File: src/rtl/systolic_feeder_if.sv
// systolic_feeder_if
// Byte-stream load channel into the systolic feeder.
//   in_data  : operand byte (A row-major, then B row-major)
//   in_valid : in_data holds a byte this cycle
//   in_ready : feeder accepts a byte this cycle
//   flush    : abort a partially loaded operand set
// master : the producer of operand bytes
// slave  : the feeder
interface systolic_feeder_if;
  logic [7:0] in_data;
  logic       in_valid;
  logic       in_ready;
  logic       flush;

  modport master (
    output in_data,
    output in_valid,
    output flush,
    input  in_ready
  );

  modport slave (
    input  in_data,
    input  in_valid,
    input  flush,
    output in_ready
  );
endinterface

File: src/rtl/systolic_feeder.sv
// systolic_feeder
// Buffers two 3x3 byte matrices A and B, then drives them diagonally skewed
// into a 3x3 systolic array: row_i carries A row i delayed by i steps,
// col_j carries B column j delayed by j steps.
// Sequence per operation: LOAD (18 bytes) -> CLEAR (1 cycle) ->
// FEED (5 steps) -> DRAIN (DRAIN_CYCLES) -> DONE (1 cycle) -> LOAD.
// Ports:
//   clk, rst_n          : clock, asynchronous active-low reset
//   in_bus              : load channel (slave side)
//   row0..row2          : skewed A operands
//   col0..col2          : skewed B operands
//   clear_acc           : pulse asking the array to zero its accumulators
//   feed_valid          : row*/col* carry a skew step
//   busy                : high whenever not loading
//   done                : pulse when the operation completes
module systolic_feeder #(
  parameter int DRAIN_CYCLES = 2
) (
  input  logic                clk,
  input  logic                rst_n,
  systolic_feeder_if.slave    in_bus,
  output logic [7:0]          row0,
  output logic [7:0]          row1,
  output logic [7:0]          row2,
  output logic [7:0]          col0,
  output logic [7:0]          col1,
  output logic [7:0]          col2,
  output logic                clear_acc,
  output logic                feed_valid,
  output logic                busy,
  output logic                done
);

  typedef enum logic [2:0] {
    S_LOAD,
    S_CLEAR,
    S_FEED,
    S_DRAIN,
    S_DONE
  } state_t;

  localparam logic [4:0] LAST_SLOT  = 5'd17;
  localparam logic [2:0] LAST_STEP  = 3'd4;
  localparam logic [3:0] DRAIN_LAST = 4'(DRAIN_CYCLES - 1);

  state_t     state, state_next;
  logic [4:0] load_cnt, load_cnt_next;
  logic [2:0] step, step_next;
  logic [3:0] drain_cnt, drain_cnt_next;
  logic       buf_we;

  // Slots 0..8 hold a[i][j] at i*3+j, slots 9..17 hold b[i][j] at 9+i*3+j.
  logic [7:0] buffer [0:17];

  logic [7:0] row_lane [3];
  logic [7:0] col_lane [3];

  always_ff @(posedge clk or negedge rst_n) begin
    if (!rst_n) begin
      state     <= S_LOAD;
      load_cnt  <= '0;
      step      <= '0;
      drain_cnt <= '0;
    end else begin
      state     <= state_next;
      load_cnt  <= load_cnt_next;
      step      <= step_next;
      drain_cnt <= drain_cnt_next;
    end
  end

  // Flush has priority over a simultaneous byte: the byte is dropped and
  // the load restarts at slot 0. Input activity outside LOAD is ignored.
  always_comb begin
    state_next     = state;
    load_cnt_next  = load_cnt;
    step_next      = step;
    drain_cnt_next = drain_cnt;
    buf_we         = 1'b0;
    unique case (state)
      S_LOAD: begin
        if (in_bus.flush) begin
          load_cnt_next = '0;
        end else if (in_bus.in_valid) begin
          buf_we = 1'b1;
          if (load_cnt == LAST_SLOT) begin
            load_cnt_next = '0;
            state_next    = S_CLEAR;
          end else begin
            load_cnt_next = load_cnt + 5'd1;
          end
        end
      end
      S_CLEAR: begin
        step_next  = '0;
        state_next = S_FEED;
      end
      S_FEED: begin
        if (step == LAST_STEP) begin
          step_next      = '0;
          drain_cnt_next = '0;
          state_next     = S_DRAIN;
        end else begin
          step_next = step + 3'd1;
        end
      end
      S_DRAIN: begin
        if (drain_cnt == DRAIN_LAST) begin
          drain_cnt_next = '0;
          state_next     = S_DONE;
        end else begin
          drain_cnt_next = drain_cnt + 4'd1;
        end
      end
      S_DONE: begin
        state_next = S_LOAD;
      end
      default: begin
        state_next = S_LOAD;
      end
    endcase
  end

  // Operand storage carries no reset; every load rewrites all 18 slots.
  always_ff @(posedge clk) begin
    if (buf_we) begin
      buffer[load_cnt] <= in_bus.in_data;
    end
  end

  // Lane k at step t shows element (t-k) of its row/column when that index
  // falls in 0..2; otherwise the lane idles at zero.
  always_comb begin
    for (int lane = 0; lane < 3; lane++) begin
      row_lane[lane] = '0;
      col_lane[lane] = '0;
      if (state == S_FEED && int'(step) >= lane && int'(step) - lane <= 2) begin
        row_lane[lane] = buffer[5'(lane * 3 + int'(step) - lane)];
        col_lane[lane] = buffer[5'(9 + (int'(step) - lane) * 3 + lane)];
      end
    end
  end

  assign row0 = row_lane[0];
  assign row1 = row_lane[1];
  assign row2 = row_lane[2];
  assign col0 = col_lane[0];
  assign col1 = col_lane[1];
  assign col2 = col_lane[2];

  assign in_bus.in_ready = (state == S_LOAD);
  assign clear_acc       = (state == S_CLEAR);
  assign feed_valid      = (state == S_FEED);
  assign busy            = (state != S_LOAD);
  assign done            = (state == S_DONE);

endmodule

File: src/flat_wrapper.sv
// flat-port wrapper written by rule: the top's interface ports become plain ports
module systolic_feeder_flat 
#(
  parameter int DRAIN_CYCLES = 2
)
  (clk, rst_n, row0, row1, row2, col0, col1, col2, clear_acc, feed_valid, busy, done, in_bus_in_data, in_bus_in_valid, in_bus_flush, in_bus_in_ready);
  systolic_feeder_if in_bus_i ();
  input  logic clk;
  input  logic rst_n;
  output logic [7:0] row0;
  output logic [7:0] row1;
  output logic [7:0] row2;
  output logic [7:0] col0;
  output logic [7:0] col1;
  output logic [7:0] col2;
  output logic clear_acc;
  output logic feed_valid;
  output logic busy;
  output logic done;
  input wire logic [$bits(in_bus_i.in_data)-1:0] in_bus_in_data;
  input wire logic [$bits(in_bus_i.in_valid)-1:0] in_bus_in_valid;
  input wire logic [$bits(in_bus_i.flush)-1:0] in_bus_flush;
  output wire logic [$bits(in_bus_i.in_ready)-1:0] in_bus_in_ready;
  assign in_bus_i.in_data = in_bus_in_data;
  assign in_bus_i.in_valid = in_bus_in_valid;
  assign in_bus_i.flush = in_bus_flush;
  assign in_bus_in_ready = in_bus_i.in_ready;
  systolic_feeder #(.DRAIN_CYCLES(DRAIN_CYCLES)) u_core (.clk(clk), .rst_n(rst_n), .in_bus(in_bus_i), .row0(row0), .row1(row1), .row2(row2), .col0(col0), .col1(col1), .col2(col2), .clear_acc(clear_acc), .feed_valid(feed_valid), .busy(busy), .done(done));
endmodule
File: config.mk
export PLATFORM = sky130hd
export DESIGN_NAME = systolic_feeder_flat
export DESIGN_NICKNAME = d
export VERILOG_FILES = /design/src/rtl/systolic_feeder_if.sv /design/src/rtl/systolic_feeder.sv /design/src/flat_wrapper.sv
export SDC_FILE = /design/constraint.sdc
export NUM_CORES = 1
export LEC_CHECK = 0
export BUFFER_PORTS_ARGS = -buffer_cell sky130_fd_sc_hd__buf_2
export CORE_MARGIN = 2
export CORE_UTILIZATION = 43
export CTS_BUF_LIST = sky130_fd_sc_hd__clkbuf_8 sky130_fd_sc_hd__clkbuf_16
export DETAILED_ROUTE_END_ITERATION = 7
export MAX_ROUTING_LAYER = met4
export PLACE_DENSITY_LB_ADDON = 0.3
export SLEW_MARGIN = 20
export SYNTH_ARGS = -nofsm -noshare
export SYNTH_HDL_FRONTEND = slang
export SYNTH_SLANG_ARGS = --single-unit
export TNS_END_PERCENT = 100
File: constraint.sdc
create_clock -name clk -period 6.9 [get_ports clk]
set_input_delay 0.69 -clock clk [delete_from_list [all_inputs] [get_ports clk]]
set_output_delay 0.69 -clock clk [all_outputs]
set_load 0.02 [all_outputs]
Word level (Yosys, flattened, before mapping)
Memory sizes are Yosys's and may differ from the RTL's.
Index checks and enable logic that the tools add are counted.

word-level totals
  logic and storage cells = 77
  memories = 1
  output and inout port bits = 53
  register bits = 15
  bits of input ports = 12
  bits in writable memories = 144

memory list
  name           depth  width  rd ports  clocked after memory_dff  write ports  RTL line               text
  u_core.buffer  18     8      6         0                         1            systolic_feeder.sv:53  logic [7:0] buffer [0:17];

cells by class
  multiply operators = 3
  reductions and logical operators = 13
  add/subtract/negate cells = 14
  mux-type cells = 25
  eq/ne operators = 12
  magnitude comparators = 5

operators with widths
  operator                                                                count
  32-bit by 3-bit <= comparator with 1-bit output, second input constant  2
  32-bit by 3-bit multiplier with 5-bit output, second input constant     2
  8-bit two-way mux                                                       6
  3-bit two-way mux                                                       6
  5-bit adder, first input constant                                       3
  5-bit two-way mux                                                       3
  3-bit one-hot mux with 4 select lines                                   1
  4-bit two-way mux                                                       2
  4-bit one-hot mux with 2 select lines                                   1
  3-bit by 2-bit equality test with 1-bit output, second input constant   2
  3-bit equality test, second input constant                              2
  2-bit by 1-bit != test with 1-bit output, second input constant         3
  3-bit one-hot mux with 2 select lines                                   1
  2-bit nonzero test                                                      3
  5-bit by 1-bit adder with 5-bit output, second input constant           1
  5-bit by 2-bit adder with 5-bit output, second input constant           1
  5-bit by 3-bit adder with 5-bit output, second input constant           1
  5-bit equality test, second input constant                              1
  1-bit logical AND                                                       5
  3-bit by 2-bit multiplier with 5-bit output, second input constant      1
  1-bit two-way mux                                                       5
  5-bit AND reduction                                                     1
  5-bit by 2-bit subtractor with 5-bit output, second input constant      1
  5-bit by 3-bit subtractor with 5-bit output, second input constant      1
  15 further kinds                                                        17

Logic depth before layout (Yosys ltp)
An unclocked memory read counts as a cell.

  word-level depth = 6
  depth in mapped cells = 19
  gate-level depth less buffers = 14

Least setup slack after synthesis
Ideal clock, no wire load.

  path type = flip-flop to output port
  start = register u_core.step[1]
  end = output col2[6]
  slack = 1.464 ns
  stages on the path, launching flop included = 16
  path buffers = 8
  required time = 6.210 ns
  arrival time = 4.746 ns
  path through = dfrtp_1 -> buf_4 -> buf_2 -> buf_2 -> buf_4 -> inv_1 -> ha_1 -> buf_2 -> buf_2 -> buf_2 -> xor2_1 -> ha_1 -> fa_1 -> buf_1 -> mux4_2 -> o22ai_1

on the way
  word-level cells in the longest chain between the ends = 6
  elaborated cells between the ends (all ways) = 10
  classes of those cells = add/sub: 3; mul: 1; order compare: 2; mux: 1; reduce/logical: 2; memory: 1

RTL lines
  element                                       RTL line                                        text
  start, declared                               systolic_feeder.sv:48                           logic [2:0] step, step_next;
  start signal, assigned                        systolic_feeder.sv:67                           step <= step_next;
  3-bit by 2-bit subtractor with 4-bit output   systolic_feeder.sv:137, systolic_feeder.sv:139
  32-bit by 3-bit multiplier with 5-bit output  systolic_feeder.sv:139                          col_lane[lane] = buffer[5'(9 + (int'(step) - lane) * 3 + lane)];
  5-bit adder                                   systolic_feeder.sv:139
  5-bit by 3-bit adder with 5-bit output        systolic_feeder.sv:139
  memory read 18 x 8 bit                        -
  8-bit two-way mux (*)                         systolic_feeder.sv:137                          if (state == S_FEED && int'(step) >= lane && int'(step) - lane <= 2) begin
  end, declared                                 flat_wrapper.sv:15                              output logic [7:0] col2;

Mark *: on every way between the ends. The rest lies on a longest branch, timed or not.

Worst setup path after layout
  start = register u_core.step[0]
  end = output col1[7]

on the way
  word-level cells in the longest chain between the ends = 6
  elaborated cells between the ends (all ways) = 10
  classes of those cells = add/sub: 3; mul: 1; order compare: 2; mux: 1; reduce/logical: 2; memory: 1

RTL lines
  element                                       RTL line                                        text
  3-bit by 1-bit subtractor with 4-bit output   systolic_feeder.sv:137, systolic_feeder.sv:139
  32-bit by 3-bit multiplier with 5-bit output  systolic_feeder.sv:139
  5-bit adder                                   systolic_feeder.sv:139
  5-bit by 2-bit adder with 5-bit output        systolic_feeder.sv:139
  memory read 18 x 8 bit                        -
  8-bit two-way mux (*)                         systolic_feeder.sv:137
  end, declared                                 flat_wrapper.sv:14                              output logic [7:0] col1;

Marked as above.

==> impl_results.md <==
* Power density over the cells at approximately 170 nW/µm²
* Number of antenna violations at the first check in global routing at 0
* Final setup slack of the worst path at ~760 ps
* FP Rows at slightly below 60
* Relative contribution of the clock network to total power at 0.474
* Critical Setup Path Class: reg -> out
* Total count of hold-check failures in the final report at 0
* Top Ports at 65
* Dpl cell area at about 12000 µm²
* Global-route usage over all layers at 0.2766
* Count of placed standard cells including taps at 1259
* CTS root buf: sky130_fd_sc_hd__clkbuf_16
* Number of antenna diodes at 0
* Critical path capture point type: output port
* Final cycle utilization of the critical path at 0.8903
* Total Power at between 0.002 and 0.0025 W
* Drt pass-1 iters at 7
* Final std cells w/o fill at about 1300
* Per-cell via count in the routed design at 6.676
* Largest net degree at the start of global routing at 76
* Slowest cell on the critical path: sky130_fd_sc_hd__dfrtp_4
* Via count of the first global-routing pass at around 8100
* Fraction of registers with async set or reset after synthesis at 0.09434
* Largest stage delay on the critical path at between 800 and 900 ps
* Avg Synthesized Cell Area at around 12 µm²
* Mapped Cells at 901
* Most repeated library cell on the critical path: sky130_fd_sc_hd__ha_1
* Avg WL per Cell at ~28 µm
* Maximum resistive drop on vdd at roughly 0.00016 V
* Reported leakage power at about 4.3 nW
* Net Switching at roughly 0.00044 W
* Clock slew seen by the registers of the worst setup and hold paths at around 70 ps
* Vias at about 8600
* CTS Buf Count at 17
* Die Span X at around 160 µm
* Detail Route Antenna Nets at 0
* Number of DRC violations after detailed routing at 0
* Sw Ratio at 0.2089
* Final setup violating endpoints at 0
* Die Span Y at 164.7 µm
* Iteration-0 DRC count of the detailed router at approximately 1300
* H-tree depth at 4
* Path type of the worst min-delay path: in -> async
* Unrepaired setup endpoints after global routing: no
* Netlist Area Pre-Place at between 10000 and 15000 µm²
* Area enclosed by the die boundary at about 27000 µm²
* Setup TNS after final layout at 0 ps
* Post-CTS Setup Inserts at 0
* Wire length of the first global-routing pass at around 52000 µm
* Layout cell share with drive strength beyond 1 at 0.3156
* Number of buffers added on ports at between 60 and 70
* Required @ worst endpoint at around 6200 ps
* Final Critical Period at around 6000 ps
* Post-synthesis to final-layout area growth at 11.30%
* Slew at the pin closest to its max-slew limit at ~1200 ps
* Sequential element share of the synthesized area at 0.4233
* Slew Viols, Final at 0
* Buffers and inverters on the worst path at 5
* Outcome: complete, no violations
* Dominant delay contributor by cell family on the critical path: adder cells
* Fmax achieved at 0.1628 GHz
* Number of buffers on the longest clock path at 2
* Distinct cells, synth at 53
* # Max-Cap Violations at 0
* Count of hold buffers inserted by post-cts repair at 0
* Post-Place Worst Slack at about 1300 ps
* Synthesis-stage register bit count at 159
* Final Cell Area at around 12000 µm²
* Slew Limit Headroom at 0.2002
* Max FO, Critical Path at 61
* Routability congestion estimate at 0.9335
* Number of clock sinks at 159
* Warnings from Yosys at 0
* Share of total power in sequential cells at 0.501
* Post-route clock skew at slightly below 10 ps
* Kind of start point of the critical path: flip-flop
* Post-detailed-placement half-perimeter wirelength at around 25000 µm
* Placeable Area at about 25000 µm²
* Post-CTS sizing at 0
* Clock network latency to the later pin of the worst-skew pair at around 430 ps
* Net count reported at finish at between 900 and 1000
* Int Pwr at roughly 0.0017 W
* Count of flip-flops with a built-in enable after synthesis at roughly 140
* Sequence of cells on the critical path: clkinv_1, ha_1, ha_1, inv_1, ha_1, inv_1, ha_1, ha_1, buf_4, mux4_2, mux2_2, mux2_2, o21ai_0, a21oi_1, buf_2
* Most common flop cell mapped by yosys: sky130_fd_sc_hd__edfxtp_1
* Number of nets produced by synthesis at between 900 and 1000
* Initial Utilization at 0.4397
* Combinational share of power at 0.025
* Sum of routed wire length over all layers at 35620 µm
* Arrival time reported for the critical path endpoint at between 5000 and 6000 ps
* Clock tree from TritonCTS: yes
* Global route total overflow at 0
[synthesized netlist by cell type (3+ instances only)]
| master | instances | area (µm²) |
|---|---|---|
| sky130_fd_sc_hd__edfxtp_1 | 144 | 4324 |
| sky130_fd_sc_hd__nor2_1 | 99 | 371.6 |
| sky130_fd_sc_hd__mux4_2 | 98 | 2207 |
| sky130_fd_sc_hd__mux2_2 | 67 | 754.5 |
| sky130_fd_sc_hd__o21ai_0 | 67 | 335.3 |
| sky130_fd_sc_hd__nand2_1 | 64 | 240.2 |
| sky130_fd_sc_hd__mux2i_1 | 47 | 470.5 |
| sky130_fd_sc_hd__ha_1 | 29 | 362.9 |
| sky130_fd_sc_hd__a21oi_1 | 27 | 135.1 |
| sky130_fd_sc_hd__nor3_1 | 27 | 135.1 |
| sky130_fd_sc_hd__buf_2 | 24 | 120.1 |
| sky130_fd_sc_hd__inv_1 | 24 | 90.09 |
| sky130_fd_sc_hd__clkbuf_1 | 20 | 75.07 |
| sky130_fd_sc_hd__nand3_1 | 19 | 95.09 |
| sky130_fd_sc_hd__o22ai_1 | 18 | 112.6 |
| sky130_fd_sc_hd__dfrtp_1 | 15 | 375.4 |
| sky130_fd_sc_hd__a211oi_1 | 11 | 82.58 |
| sky130_fd_sc_hd__buf_4 | 10 | 75.07 |
| sky130_fd_sc_hd__o21ai_1 | 10 | 50.05 |
| sky130_fd_sc_hd__a31oi_1 | 8 | 50.05 |
| sky130_fd_sc_hd__or3_1 | 8 | 50.05 |
| sky130_fd_sc_hd__a2111o_1 | 7 | 78.83 |
| sky130_fd_sc_hd__buf_1 | 6 | 22.52 |
| sky130_fd_sc_hd__nand2b_1 | 4 | 25.02 |
| sky130_fd_sc_hd__nor3b_1 | 4 | 30.03 |
| sky130_fd_sc_hd__xor2_1 | 4 | 35.03 |
| sky130_fd_sc_hd__a21o_1 | 3 | 22.52 |
| sky130_fd_sc_hd__buf_6 | 3 | 33.78 |
| sky130_fd_sc_hd__fa_1 | 3 | 60.06 |
| sky130_fd_sc_hd__nand3b_1 | 3 | 22.52 |
| sky130_fd_sc_hd__or3b_2 | 3 | 26.28 |
[per-stage QoR]
stage,utilization,hold slack (ps)
2_1_floorplan,-,394.4
3_3_place_gp,0.4644,468.0
3_5_place_dp,0.4649,478.5
4_1_cts,0.4892,220.6
5_1_grt,0.4893,231.6
6_report,0.4893,204.1
[worst paths after layout]
kind,depth (start not counted),endpoint,slack (ps),start
min in group clk,1,u_core.drain_cnt[3],480,u_core.drain_cnt[3]
max reg2reg,7,u_core.step[1],3360,u_core.step[0]
max,15,col1[7],760,u_core.step[0]
min,1,u_core.load_cnt[4],200,rst_n
min reg2reg,1,u_core.drain_cnt[3],480,u_core.drain_cnt[3]
max in group asynchronous,1,u_core.step[1],6340,rst_n
[layout by cell type, fill, tap and decap left out, types with 4 or more instances in the layout]
cell	Yosys	routed
sky130_fd_sc_hd__ha_1	29	28
sky130_fd_sc_hd__or3_1	8	8
sky130_fd_sc_hd__buf_4	10	28
sky130_fd_sc_hd__nand2_1	64	64
sky130_fd_sc_hd__mux2_2	67	67
sky130_fd_sc_hd__edfxtp_1	144	144
sky130_fd_sc_hd__o21ai_0	67	67
sky130_fd_sc_hd__o22ai_1	18	18
sky130_fd_sc_hd__nor3b_1	4	4
sky130_fd_sc_hd__nand2b_1	4	4
sky130_fd_sc_hd__buf_2	24	64
sky130_fd_sc_hd__a21oi_1	27	27
sky130_fd_sc_hd__clkbuf_16	0	17
sky130_fd_sc_hd__mux2i_1	47	47
sky130_fd_sc_hd__dfrtp_1	15	13
sky130_fd_sc_hd__nand3_1	19	19
sky130_fd_sc_hd__xor2_1	4	4
sky130_fd_sc_hd__a2111o_1	7	7
sky130_fd_sc_hd__nor3_1	27	27
sky130_fd_sc_hd__a31oi_1	8	8
sky130_fd_sc_hd__nor2_1	99	96
sky130_fd_sc_hd__bufinv_16	0	4
sky130_fd_sc_hd__a211oi_1	11	11
sky130_fd_sc_hd__o21ai_1	10	10
sky130_fd_sc_hd__mux4_2	98	98
sky130_fd_sc_hd__inv_1	24	24
[metal layers]
| layer | GRT usage | part of all wire |
|---|---|---|
| met1 | 0.3786 | 0.40 |
| met2 | 0.4123 | 0.46 |
| met3 | 0.05500 | 0.11 |
| met4 | 0.1004 | 0.036 |
| met5 | - | 0 |
[power by group through the flow]
stage / sequential [W] / combinational [W] / clock (W)
floorplan: 0.00108 / 0.0000233 / 0
global placement: 0.00108 / 0.0000525 / 0
detailed placement: 0.00108 / 0.0000530 / 0
CTS: 0.00106 / 0.0000531 / 0.00101
global route: 0.00106 / 0.0000579 / 0.00106
finish: 0.00106 / 0.0000534 / 0.00101
[area by class of cell]
class	instances	area [µm²]
Tap cell	330	412.9
Fill cell	2207	12900
Timing Repair Buffer	92	530.5
Clock buffer	17	425.4
Multi-Input combinational cell	652	5995
Clock inverter	14	190.2
Inverter	26	97.59
Sequential cell	159	4707
[cell families (layout without fill, tap and decap cells)]
family,count (synthesis),after routing,synth area share
simple gates,238,238,0.09432
buf+inv,90,149,0.03865
mux,214,214,0.3118
fa+ha+maj,32,32,0.03809
compound gates,161,161,0.08700
xor+xnor,7,7,0.006874
flops,159,159,0.4233
[flip-flops by register name, summed over array words and instances, names as in the netlist]
register / flops
u_core.load_cnt: 5
u_core.state: 3
u_core.drain_cnt: 4
u_core.step: 3
u_core.buffer: 144
Note: power is estimated with default switching activity, not from simulation.
